**src/rtl/imem_loader_if.sv**
```systemverilog
// Byte-stream load port and CPU fetch port of the loadable instruction memory.
// master drives bytes and fetch addresses; slave returns ready and the fetched word.
interface imem_loader_if;
    logic        in_valid;
    logic [7:0]  in_data;
    logic        in_ready;
    logic [15:0] pc;
    logic [15:0] instruction;

    modport master (
        output in_valid,
        output in_data,
        output pc,
        input  in_ready,
        input  instruction
    );

    modport slave (
        input  in_valid,
        input  in_data,
        input  pc,
        output in_ready,
        output instruction
    );
endinterface

```
**src/rtl/imem_loader.sv**
```systemverilog
// Double-banked instruction memory loaded from a checksummed byte frame; fetch is combinational.
// Commit/abort take effect on the last accepted byte edge; in_ready drops for one cool-down cycle after each frame.
module imem_loader #(
    parameter int WORDS   = 16,
    parameter int TIMEOUT = 1024
) (
    input  logic         clk,
    input  logic         reset,
    imem_loader_if.slave bus,
    output logic         cpu_hold,
    output logic         load_done,
    output logic         load_err,
    output logic [1:0]   err_code,
    output logic         active_bank
);
    localparam int AW = $clog2(WORDS);
    localparam int TW = $clog2(TIMEOUT + 1);

    typedef enum logic [2:0] {
        S_IDLE,
        S_COUNT,
        S_DATA_HI,
        S_DATA_LO,
        S_CHECK,
        S_COOL
    } state_t;

    state_t          state_q, state_nxt;
    logic            rdy_q;
    logic [AW:0]     active_count;
    logic [AW:0]     cnt_q;
    logic [AW:0]     idx_q;
    logic [7:0]      sum_q;
    logic [7:0]      hi_q;
    logic [TW-1:0]   timer_q;
    logic [15:0]     mem [2][WORDS];

    logic            accept;
    logic            busy;
    logic            hdr;
    logic            wr;
    logic            commit;
    logic            abort;
    logic [1:0]      err_nxt;

    assign accept       = bus.in_valid && rdy_q;
    assign busy         = (state_q == S_COUNT) || (state_q == S_DATA_HI) ||
                          (state_q == S_DATA_LO) || (state_q == S_CHECK);
    assign bus.in_ready = rdy_q;

    always_comb begin
        state_nxt = state_q;
        hdr       = 1'b0;
        wr        = 1'b0;
        commit    = 1'b0;
        abort     = 1'b0;
        err_nxt   = 2'd0;
        case (state_q)
            S_IDLE: begin
                if (accept && bus.in_data == 8'hA5) begin
                    hdr       = 1'b1;
                    state_nxt = S_COUNT;
                end
            end
            S_COUNT: begin
                if (accept) begin
                    if (bus.in_data == 8'd0 || bus.in_data > 8'(WORDS)) begin
                        abort   = 1'b1;
                        err_nxt = 2'd1;
                    end else begin
                        state_nxt = S_DATA_HI;
                    end
                end
            end
            S_DATA_HI: begin
                if (accept) state_nxt = S_DATA_LO;
            end
            S_DATA_LO: begin
                if (accept) begin
                    wr        = 1'b1;
                    state_nxt = (idx_q + 1'b1 == cnt_q) ? S_CHECK : S_DATA_HI;
                end
            end
            S_CHECK: begin
                if (accept) begin
                    if (8'(sum_q + bus.in_data) == 8'd0) begin
                        commit = 1'b1;
                    end else begin
                        abort   = 1'b1;
                        err_nxt = 2'd2;
                    end
                end
            end
            S_COOL: state_nxt = S_IDLE;
            default: state_nxt = S_IDLE;
        endcase
        // An idle cycle can never coincide with a byte-driven abort or commit.
        if (busy && !accept && timer_q == TW'(TIMEOUT - 1)) begin
            abort   = 1'b1;
            err_nxt = 2'd3;
        end
        if (commit || abort) state_nxt = S_COOL;
    end

    always_ff @(posedge clk) begin
        if (reset) begin
            state_q      <= S_IDLE;
            rdy_q        <= 1'b0;
            cpu_hold     <= 1'b0;
            load_done    <= 1'b0;
            load_err     <= 1'b0;
            err_code     <= 2'd0;
            active_bank  <= 1'b0;
            active_count <= '0;
            cnt_q        <= '0;
            idx_q        <= '0;
            sum_q        <= 8'd0;
            hi_q         <= 8'd0;
            timer_q      <= '0;
        end else begin
            state_q   <= state_nxt;
            rdy_q     <= (state_nxt != S_COOL);
            load_done <= commit;
            load_err  <= abort;
            if (hdr) begin
                cpu_hold <= 1'b1;
                err_code <= 2'd0;
                sum_q    <= 8'd0;
                timer_q  <= '0;
            end
            if (busy) timer_q <= accept ? '0 : timer_q + 1'b1;
            if (accept && (state_q == S_COUNT || state_q == S_DATA_HI || state_q == S_DATA_LO))
                sum_q <= sum_q + bus.in_data;
            if (accept && state_q == S_COUNT) begin
                cnt_q <= bus.in_data[AW:0];
                idx_q <= '0;
            end
            if (accept && state_q == S_DATA_HI) hi_q <= bus.in_data;
            if (wr) idx_q <= idx_q + 1'b1;
            if (commit) begin
                active_bank  <= ~active_bank;
                active_count <= cnt_q;
                cpu_hold     <= 1'b0;
            end
            if (abort) begin
                cpu_hold <= 1'b0;
                err_code <= err_nxt;
            end
        end
    end

    // Loads only ever target the bank the CPU is not fetching from.
    always_ff @(posedge clk) begin
        if (wr) mem[~active_bank][idx_q[AW-1:0]] <= {hi_q, bus.in_data};
    end

    logic [AW-1:0] fetch_idx;
    logic          unused_pc0;
    assign fetch_idx  = bus.pc[AW:1];
    assign unused_pc0 = bus.pc[0];

    always_comb begin
        bus.instruction = 16'd0;
        if (bus.pc < 16'(2 * WORDS) && {1'b0, fetch_idx} < active_count)
            bus.instruction = mem[active_bank][fetch_idx];
    end
endmodule

```
**src/flat_wrapper.sv**
```systemverilog
// flat-port wrapper written by rule: the top's interface ports become plain ports
module imem_loader_flat 
#(
    parameter int WORDS   = 16,
    parameter int TIMEOUT = 1024
)
  (clk, reset, cpu_hold, load_done, load_err, err_code, active_bank, bus_in_valid, bus_in_data, bus_pc, bus_in_ready, bus_instruction);
  imem_loader_if bus_i ();
  input  logic clk;
  input  logic reset;
  output logic cpu_hold;
  output logic load_done;
  output logic load_err;
  output logic [1:0] err_code;
  output logic active_bank;
  input wire logic [$bits(bus_i.in_valid)-1:0] bus_in_valid;
  input wire logic [$bits(bus_i.in_data)-1:0] bus_in_data;
  input wire logic [$bits(bus_i.pc)-1:0] bus_pc;
  output wire logic [$bits(bus_i.in_ready)-1:0] bus_in_ready;
  output wire logic [$bits(bus_i.instruction)-1:0] bus_instruction;
  assign bus_i.in_valid = bus_in_valid;
  assign bus_i.in_data = bus_in_data;
  assign bus_i.pc = bus_pc;
  assign bus_in_ready = bus_i.in_ready;
  assign bus_instruction = bus_i.instruction;
  imem_loader #(.WORDS(WORDS), .TIMEOUT(TIMEOUT)) u_core (.clk(clk), .reset(reset), .bus(bus_i), .cpu_hold(cpu_hold), .load_done(load_done), .load_err(load_err), .err_code(err_code), .active_bank(active_bank));
endmodule
```
**config.mk**
```make
export PLATFORM = sky130hd
export DESIGN_NAME = imem_loader_flat
export DESIGN_NICKNAME = d
export VERILOG_FILES = /design/src/rtl/imem_loader_if.sv /design/src/rtl/imem_loader.sv /design/src/flat_wrapper.sv
export SDC_FILE = /design/constraint.sdc
export NUM_CORES = 1
export LEC_CHECK = 0
export CAP_MARGIN = 20
export CORE_ASPECT_RATIO = 1.5
export CORE_UTILIZATION = 50
export DETAILED_ROUTE_END_ITERATION = 10
export PLACE_DENSITY = 0.66
export REMOVE_ABC_BUFFERS = 1
export SLEW_MARGIN = 20
export SYNTH_ARGS = -nofsm -noshare
export SYNTH_HDL_FRONTEND = slang
export SYNTH_SLANG_ARGS = --single-unit
```
**constraint.sdc**
```tcl
create_clock -name clk -period 5.3 [get_ports clk]
set_input_delay 0.795 -clock clk [delete_from_list [all_inputs] [get_ports clk]]
set_output_delay 0.795 -clock clk [all_outputs]
set_load 0.02 [all_outputs]
```
==> Word-level counts from Yosys, hierarchy flattened <==
Memories as Yosys holds them, arrays and structs flattened. A register that Yosys moved wholly into a read port is not among the register bits.
Cells that the tools add are included.
{ "totals": {"input_bits": 27, "output_inout_bits": 23, "word_cells": 103, "mem_count": 1, "reg_bits": 52, "ramBits": 512} }
{ "classes": {"n_bitwise": 3, "order_cmp": 6, "add_sub_neg": 3, "mux": 46, "n_eq_ne": 8, "n_reduce_logical": 23} }
{ "mem_list": {"columns": ["memory", "depth", "word_bits", "rd", "rd_ports_with_merged_regs", "wr", "line", "source"], "rows": [
  ["u_core.mem", 2, 256, 1, 1, 1, "imem_loader.sv:36", "logic [15:0] mem [2][WORDS];"]
]} }
{ "ops": {"columns": ["operator", "n"], "rows": [
  ["2-to-1 mux 256 bit", 1],
  ["binary-select mux 16 bit (select 4 bit)", 1],
  ["demux 16 bit (select 4 bit)", 1],
  ["2-to-1 mux 16 bit", 4],
  ["2-to-1 mux 11 bit", 3],
  ["2-to-1 mux 3 bit", 7],
  ["logical NOT 8 bit", 2],
  ["< comparator 16 x 6 -> 1 bit (second input constant)", 1],
  ["2-to-1 mux 1 bit", 16],
  ["2-to-1 mux 8 bit", 2],
  ["case mux 3 bit (5 select lines)", 1],
  ["2-to-1 mux 2 bit", 6],
  ["adder 11 x 1 -> 11 bit (second input constant)", 1],
  ["equality test 11 x 10 -> 1 bit (second input constant)", 1],
  ["greater-or-equal comparator 5 bit (second input constant)", 2],
  ["2-to-1 mux 5 bit", 2],
  ["NOT 4 -> 5 bit", 2],
  ["logical AND 1 bit", 9],
  ["adder 8 bit", 1],
  ["equality test 8 bit (second input constant)", 1],
  ["greater-than comparator 8 x 5 -> 1 bit (second input constant)", 1],
  ["nonzero test 2 bit", 4],
  ["equality test 3 x 2 -> 1 bit (second input constant)", 2],
  ["adder 5 x 1 -> 5 bit (second input constant)", 1],
  ["13 further kinds", 17]
]} }

==> Depth between registers and ports, before layout <==
Gate-level depths: netlist of run 1.
{ "depth": {"depth_word": 10, "ltp_mapped": 9, "mapped_depth_nobuf": 9} }

==> Worst setup path before layout of run 1 <==
OpenSTA, ideal clock, no wires.
{ "synth_timing": {"path_type": "input to output", "from": "in bus_pc[1]", "to": "out bus_instruction[0]", "path_buffers": 3, "path_slack_ps": 1996, "path_stages": 7, "arrival_time_ps": 2509, "cell_sequence": "buf_2 > buf_2 > clkbuf_1 > mux4_2 > mux4_2 > a21oi_1 > nor2_1"} }
{ "synth_via": {"elab_chain_len": 5, "elab_cells_between_ends": 8, "cone_classes": "order compare: 2; mux: 4; bitwise: 1; reduce/logical: 1"} }
{ "synth_lines": {"columns": ["item", "line", "source"], "rows": [
  ["from (decl)", "flat_wrapper.sv:18", "input wire logic [$bits(bus_i.pc)-1:0] bus_pc;"],
  ["parallel branches: the longest is 4 deep, another holds < comparator 16 x 6 -> 1 bit", null, null],
  ["2-to-1 mux 16 bit *", "imem_loader.sv:164", "if (bus.pc < 16'(2 * WORDS) && {1'b0, fetch_idx} < active_count)"],
  ["to (decl)", "flat_wrapper.sv:20", "output wire logic [$bits(bus_i.instruction)-1:0] bus_instruction;"]
]} }
Every way passes the cells marked *. The select of a mux whose other input is x is not followed.

==> results.md, run 1 <==
Drt:
- The first detailed-routing pass ran for 5 iterations.
- The highest layer used for signal routing is met4.
- The met2 routed wirelength is ~26000 um.
- In this run, the number of DRC markers left after iteration 0 of detailed routing was ~900.
- In this run the remaining antenna-violating nets after routing total 0.
- The detailed router put a total of about 18000 um of wire on met1.
- After detailed routing, the number of remaining DRC violations is 0.
- The average via count per standard cell is 5.959.
- The routed design uses 2138 um of met3 wire.
- For this block, the via count after detailed routing is about 11k.
- Summed over all layers, the routed wires come to roughly 47000 um.
- After detailed routing, the average wire length per cell comes to around 25 um.

Layout:
- For this run, the post-layout net count is 1315.
- 0 antenna diodes ended up in the layout.
- In the layout the commonest cells are sky130_fd_sc_hd__edfxtp_1, sky130_fd_sc_hd__mux4_2, sky130_fd_sc_hd__nor2_1, sky130_fd_sc_hd__buf_4, sky130_fd_sc_hd__dfxtp_1.
- Compared with the post-synthesis result, the final layout area differs by 13.21%.
- The most common library cell in the layout ignoring fill and taps is sky130_fd_sc_hd__edfxtp_1.
- The proportion of layout cells with a drive suffix above 1 is between 20% and 30%.
- Measured on the finished design, the core utilization comes to approximately 58%.

Synthesis:
- The top flip-flop cell by instance count after synthesis is sky130_fd_sc_hd__edfxtp_1.
- Synthesis handed over a netlist of around 1.2k instances.
- Yosys mapped a number of flops with a built-in enable equal to between 500 and 600.
- The register bit count reported by yosys is around 570.
- The synthesis warning total is 0.
- By area the synthesized netlist is led by sky130_fd_sc_hd__edfxtp_1, sky130_fd_sc_hd__mux4_2, sky130_fd_sc_hd__dfxtp_1.
- Summing the areas of all compound-gate instances in the mapped netlist gives approximately 3.6% of the synthesized area.
- Yosys mapped the design onto about 50 distinct sky130hd cell types.
- The largest total area in the synthesized netlist belongs to sky130_fd_sc_hd__edfxtp_1.
- Dividing the synthesized area by the synthesized cell count gives roughly 19 um2.
- The fraction of the yosys area taken by sequential cells is approximately 73%.
- After synthesis, the largest area contributor takes up between 60% and 70% of total cell area.
- The post-synthesis mux area share is between 10% and 20%.
- After Yosys synthesis, XOR and XNOR cells account for 0.5070% of the synthesized area.
- In the synthesized netlist the async set-or-reset flop fraction comes to 0%.
- Summing the areas of all fa, ha and maj instances in the mapped netlist gives less than 1% of the synthesized area.
- The area of the mapped netlist is about 0.022 mm2.
- The area share of and/or/nand/nor cells after synthesis is between 4 and 5%.
- After synthesis, the largest family of logic cells by area is multiplexers.

Clocking:
- The clock buffer count from CTS is 48.
- The post-CTS setup repair buffer count is 0.
- The insertion delay to the later sink of the worst-skew pair is roughly 0.57 ns.
- The H-tree depth is 2.
- Counting every sink on the clock net gives 565.
- The clock transition at the registers of the reported paths is around 0.07 ns.
- The CTS tree is built.
- The root buffer cell is sky130_fd_sc_hd__clkbuf_16.
- In this run, post-CTS hold repair placed 0 buffers.
- The maximum clock path buffer count is 3.
- The post-CTS resize count is 0.

STA:
- The worst path in the final design needs a cycle of 4.516 ns, including I/O delays and setup.
- For the pin with the worst max-slew slack, the measured transition is ~1.1 ns.
- Setup violations remaining at the end of the flow were counted as 0.
- The worst path uses a little under nine tenths of the clock period.
- Across the routed clock network, the largest skew measured is 0.01640 ns.
- The final hold slack is about 0.47 ns.
- The relative slew slack is about 28%.
- The number of max-slew violations in the final report is 0.
- Setup repair after global routing left no endpoint under its margin.
- Static timing analysis puts the maximum clock frequency at between 0.2 and 0.25 GHz.
- The final number of hold-violating endpoints was 0.

Setup path:
- The type of origin of the critical path is a flop.
- The class of the most critical setup path is flop to primary output.
- The endpoint kind of the worst setup timing path is a primary output.
- The largest fanout on the critical path is 25.
- STA puts the critical path data arrival time at 3.72 ns.
- Data on the critical path is required at its endpoint by between 4 and 5 ns.

GRT:
- The total congestion overflow after global routing is 0.
- Across every metal layer, demand over resource in global routing totals approximately 21%.
- The initial antenna violation count is 0.
- The via count of the first global-routing pass came to between 10k and 15k.
- The wire length of the first global-routing pass is 71630 um.
- Entering global routing, the biggest net connects 68 pins.

Floorplanning:
- The horizontal die dimension is 175.0 um.
- The y dimension of the die is roughly 260 um.
- The floorplan row count is 94.
- The initial utilization of the core area, before any placement, comes to about half.
- After floorplanning, the core was sized to cover around 0.044 mm2.
- The floorplan step defined a die boundary enclosing 0.04579 mm2.
- The top-level I/O count is 50.

Outcome:
- The run finished with clean final reports.

Min path:
- The kind of path behind the tightest hold check is flop to flop.

Placed design:
- The congestion estimate from routability-driven global placement came to 0.7969.
- Detailed placement ended at an HPWL of about 29000 um.
- The number of I/O port buffers is 48.

Job:
- Max-cap violations in this run came to 0.

Power:
- IR analysis of the VDD net gives a maximum drop of 0.0002558 V.
- The areal power density over the cells is roughly 330 mW/mm2.
- The leakage power of the design is roughly 8.5 nW.
## cell families (layout without fill, tap and decap cells)
| group | count (synthesis) | after routing |
|---|---|---|
| AOI/OAI and AO/OA | 128 | 128 |
| xor gates and xnor gates | 13 | 13 |
| adders and majority gates | 16 | 16 |
| buffers and inverters | 68 | 195 |
| DFF | 565 | 565 |
| muxes | 174 | 174 |
| and+or+nand+nor | 216 | 216 |
## through the flow
stage	power, mW	cell area (um2)	setup TNS (ns)	setup WS, ns	instances
2_1_floorplan	4.985	22210	-34.53	-2.159	1119
3_3_place_gp	5.120	23910	0	0.9287	1798
3_5_place_dp	5.124	23910	0	0.9108	1798
4_1_cts	8.536	25420	0	0.6671	1883
5_1_grt	8.708	25430	0	0.5083	1883
6_report	8.475	25430	0	0.7837	1883
## layout make-up
| type | instances | area (um2) |
|---|---|---|
| clock buffers | 63 | 1289 |
| clock inverters | 22 | 226.5 |
| fillers | 3355 | 18680 |
| inverters | 7 | 26.28 |
| multi-input cells | 547 | 5812 |
| flip-flops and latches | 565 | 16440 |
| well taps | 576 | 720.7 |
| repair buffers | 103 | 910.9 |
## metal layers
metal,up-vias,global-route usage (%)
met5,-,0
met4,0,6.715
met3,83,2.236
li1,4985,-
met2,320,40.45
met1,5833,25.85
## final timing paths
path | from | endpoint | slack (ns) | depth (start not counted)
max | flop | bus_instruction[4] | 0.78 | 6
min | u_core.timer_q[8] | u_core.timer_q[8] | 0.47 | 1
max reg2reg | u_core.bus.in_ready | u_core.mem[0][255] | 2.20 | 6
min reg2reg | u_core.timer_q[8] | u_core.timer_q[8] | 0.47 | 1
## cells in the mapped netlist (4+ instances only)
library cell               count
sky130_fd_sc_hd__a211oi_1     36
sky130_fd_sc_hd__a21o_1        4
sky130_fd_sc_hd__a21oi_1      45
sky130_fd_sc_hd__a31oi_1      10
sky130_fd_sc_hd__and2_1        5
sky130_fd_sc_hd__and3_1        5
sky130_fd_sc_hd__buf_1         6
sky130_fd_sc_hd__buf_2        18
sky130_fd_sc_hd__clkbuf_1     37
sky130_fd_sc_hd__dfxtp_1      53
sky130_fd_sc_hd__edfxtp_1    512
sky130_fd_sc_hd__ha_1         15
sky130_fd_sc_hd__inv_1         7
sky130_fd_sc_hd__mux2i_1      29
sky130_fd_sc_hd__mux4_2      145
sky130_fd_sc_hd__nand2_1      28
sky130_fd_sc_hd__nand3_1      14
sky130_fd_sc_hd__nand3b_1      6
sky130_fd_sc_hd__nor2_1      105
sky130_fd_sc_hd__nor2b_1      18
sky130_fd_sc_hd__nor3_1       12
sky130_fd_sc_hd__nor4_1        4
sky130_fd_sc_hd__o21ai_0      18
sky130_fd_sc_hd__or3_1         5
sky130_fd_sc_hd__xnor2_1       5
sky130_fd_sc_hd__xor2_1        8
## worst max-delay path, cell delays in order (launching register included)
cell                              delay (ns)
sky130_fd_sc_hd__dfxtp_4                0.61
sky130_fd_sc_hd__buf_4                  0.53
sky130_fd_sc_hd__mux4_2                 0.59
sky130_fd_sc_hd__mux4_2                 0.50
sky130_fd_sc_hd__a21oi_1                0.28
sky130_fd_sc_hd__nor2_1                 0.07
sky130_fd_sc_hd__clkdlybuf4s50_1        0.56
## sequential cells by signal, summed over array words and instances (netlist names), named ones only
signal / cells
u_core.mem: 512
u_core.timer_q: 11
u_core.hi_q: 8
u_core.sum_q: 8
u_core.active_count: 5
u_core.cnt_q: 5
u_core.idx_q: 5
u_core.state_q: 3
u_core.err_code: 2
u_core.active_bank: 1
u_core.bus.in_ready: 1
u_core.cpu_hold: 1
u_core.load_done: 1
u_core.load_err: 1
## report_power, final
part	total, mW	internal [mW]	switching [mW]
registers	4.82	4.81	0.000396
clock network	3.45	1.95	1.50
logic	0.209	0.0776	0.132
total	8.47	6.84	1.63
No activity file was read; power rests on OpenSTA's default activity.
==> run 2, diff against run 1 <==
- GPL_TIMING_DRIVEN: default -> 0
- TNS_END_PERCENT: default -> 50
==> results.md, run 2 (synthesis gave the netlist of run 1 again) <==
Drt:
- The via count came to 11.09k (was 11.22k).
- The routed wire length is 47210 um (was 47290 um).
- The remaining design rule violation count is 0 (unchanged).
- The routed length per instance was 25.56 um (was 25.11 um).
- The first-pass iteration count of the detailed router is 5 (unchanged).
- The remaining antenna violation count is 0 (unchanged).
- The number of violations reported at the end of detailed-routing iteration 0 is 927 (was 892).
- The average via count per standard cell is 6.005 (was 5.959).

Min path:
- The count of cells along the worst hold path came to 1 (unchanged).
- The startpoint of the tightest hold check path is u_core.timer_q[8] (unchanged).
- The kind of path behind the tightest hold check is flop to flop (unchanged).
- The worst min-delay path endpoint is u_core.timer_q[8] (unchanged).

STA:
- The clock period minus final worst setup slack is 4.521 ns (was 4.516 ns).
- The largest clock skew in the final design was 0.01211 ns (was 0.01640 ns).
- The relative slew slack was 28.40% (was 27.65%).
- The sum of negative setup slack is 0 ns (unchanged).
- The slack of the critical path is 0.7790 ns (was 0.7837 ns).
- The final hold slack is 0.4652 ns (was 0.4663 ns).
- The slew at the pin closest to its max-slew limit is 1.073 ns (was 1.084 ns).
- The period utilization came to 85.30% (was 85.21%).
- The final number of hold-violating endpoints came to 0 (unchanged).
- The maximum clock rate is 0.2212 GHz (was 0.2214 GHz).
- RSZ-0062 raised after global routing: false (unchanged).
- The setup-violating endpoint count in the final report came to 0 (unchanged).
- The number of max-slew violations in the final report is 0 (unchanged).

Clocking:
- The CTS tree is built (unchanged).
- The post-CTS setup repair buffer count is 0 (unchanged).
- The clock transition at the registers of the reported paths is 0.06 ns (was 0.07 ns).
- The maximum clock path buffer count is 3 (unchanged).
- The insertion delay to the later sink of the worst-skew pair is 0.58 ns (was 0.57 ns).
- The H-tree depth is 2 (unchanged).
- The number of sinks driven by the clock tree is 565 (unchanged).
- The clock buffer count from CTS is 49 (was 48).
- The root buffer cell is sky130_fd_sc_hd__clkbuf_16 (unchanged).
- The post-CTS resize count is 0 (unchanged).
- The total of hold buffers inserted after clock tree synthesis is 0 (unchanged).

Placed design:
- The number of I/O port buffers is 48 (unchanged).
- The worst setup timing slack at the placement stage was 0.7432 ns (was 0.9108 ns).
- The post-place instance area is 0.02390 mm2 (was 0.02391 mm2).
- The half-perimeter wire length of the detailed placement result was 27610 um (was 28940 um).
- The placer congestion estimate is 0.8138 (was 0.7969).
- The post-placement cell count is 1755 (was 1798).

Setup path:
- The largest fanout on the critical path is 57 (was 25).
- The critical register-to-register path startpoint is u_core.bus.in_ready (unchanged).
- The arrival time reported for the critical path endpoint is 3.73 ns (was 3.72 ns).
- The cell class contributing the biggest share of worst-path delay is buffers and inverters (unchanged).
- The class of the most critical setup path was primary input to primary output (was flop to primary output).
- The delay of the slowest cell on the worst path is 0.63 ns (was 0.61 ns).
- The worst path buffer plus inverter count came to 4 (was 2).
- The data required time of the critical path is 4.51 ns (about the same).
- The endpoint of the worst-slack reg-to-reg timing path is u_core.mem[1][71] (was u_core.mem[0][255]).
- The endpoint kind of the worst setup timing path is a primary output (unchanged).
- The worst-path cell with the longest stage delay was sky130_fd_sc_hd__clkdlybuf4s50_1 (was sky130_fd_sc_hd__dfxtp_4).
- The depth of the most critical reg-to-reg path is 5 (was 6).
- The setup slack of the worst register-to-register path is 2.27 ns (was 2.20 ns).
- The type of origin of the critical path was a primary input (was flop).
- Cell chain of the critical path: buf_6 -> buf_16 -> ha_1 -> a21o_1 -> a21o_1 -> a21oi_1 -> o2111ai_4 -> buf_16 -> nor2_1 -> clkdlybuf4s50_1 (was buf_4 -> mux4_2 -> mux4_2 -> a21oi_1 -> nor2_1 -> clkdlybuf4s50_1).

GRT:
- The met3 global-route usage was 2.729% (was 2.236%).
- The global routing met1 resource utilization is 27.07% (was 25.85%).
- The wire length of the first global-routing pass was 71300 um (was 71630 um).
- The initial antenna violation count is 0 (unchanged).
- The global-route total usage across every layer was 21.35% (was 21.49%).
- The total congestion overflow after global routing came to 0 (unchanged).
- The maximum number of pins on one net before global-route repair is 64 (was 68).
- The global-route track usage on met2 came to 38.28% (was 40.45%).
- The busiest metal layer after global routing is met2 (unchanged).
- The via count of the first global-routing pass is 11.54k (was 11.71k).

Layout:
- The number of nets in the final layout is 1273 (was 1315).
- The most common library cell in the layout ignoring fill and taps is sky130_fd_sc_hd__edfxtp_1 (unchanged).
- Highest-count cells in the layout ignoring fill and taps: sky130_fd_sc_hd__edfxtp_1, sky130_fd_sc_hd__mux4_2, sky130_fd_sc_hd__nor2_1, sky130_fd_sc_hd__clkbuf_16, sky130_fd_sc_hd__dfxtp_1 (was sky130_fd_sc_hd__edfxtp_1, sky130_fd_sc_hd__mux4_2, sky130_fd_sc_hd__nor2_1, sky130_fd_sc_hd__buf_4, sky130_fd_sc_hd__dfxtp_1).
- The flip-flop count of the largest register, all copies and words added came to 512 (unchanged).
- The count of inserted antenna diode cells was 0 (unchanged).
- The share of the core filled with cells in the final layout is 58.07% (was 57.65%).
- The post-layout instance count excluding filler cells came to 1847 (was 1883).
- The layout-stage area growth over the synthesis result came to 14.04% (was 13.21%).
- The final instance area is 0.02561 mm2 (was 0.02543 mm2).
- The proportion of layout cells with a drive suffix above 1 is 22.90% (was 23.34%).

Floorplanning:
- The core box area is 0.04410 mm2 (unchanged).
- The floorplan row count is 94 (unchanged).
- The die footprint came to 0.04579 mm2 (unchanged).
- The top-level I/O count is 50 (unchanged).
- The y dimension of the die is 261.6 um (unchanged).
- The initial core utilization came to 50.92% (unchanged).
- The horizontal die dimension is 175.0 um (unchanged).

Power:
- The worst ir drop on vdd is 0.0002785 V (was 0.0002558 V).
- The leakage power of the design was 8.472 nW (was 8.538 nW).
- The total chip power is 8.809 mW (was 8.475 mW).
- The areal power density over the cells is 343.9 mW/mm2 (was 333.3 mW/mm2).

Outcome:
- Status: complete, no violations (unchanged).

Job:
- The number of maximum-capacitance constraint violations was 0 (unchanged).
==> run 2: metal layers <==
metal / routed length, um / part of all wire (%)
met1: 18660 / 40
met2: 25480 / 54
met3: 1894 / 4.0
met4: 1181 / 2.5
met5: 0 / 0
==> run 2: cell type report <==
cell class | count | area (um2)
clock buffers | 58 | 1313
clock inverters | 34 | 401.6
fillers | 3177 | 18490
inverters | 7 | 26.28
multi-input cells | 547 | 6002
flip-flops and latches | 565 | 16440
well taps | 576 | 720.7
repair buffers | 60 | 709.4
==> run 2: report_power, final <==
group	internal, mW	leakage (nW)	total (mW)	switching [mW]
registers	4.81	5.65	4.82	0.000397
logic	0.0763	1.99	0.207	0.130
clock network	2.21	0.834	3.79	1.57
total	7.11	8.47	8.81	1.70
==> run 2: worst max path at each step <==
stage / startpoint / end / slack [ns] / cells past startpoint
after detailed placement: bus_pc[2] / bus_instruction[13] / 0.74 / 10
after global routing: flop / bus_instruction[11] / 0.62 / 7
final: bus_pc[2] / bus_instruction[13] / 0.78 / 10
after floorplan: flop / bus_instruction[0] / -2.16 / 4
after global placement: flop / bus_instruction[7] / -5.84 / 7
after CTS: bus_pc[2] / bus_instruction[13] / 0.74 / 10
==> run 2: worst register-to-register path, delay by kind of cell, from the launching register on <==
kind             cells  cell delay [ns]
flip-flops           1             0.34
AND/OR/NAND/NOR      5             2.31
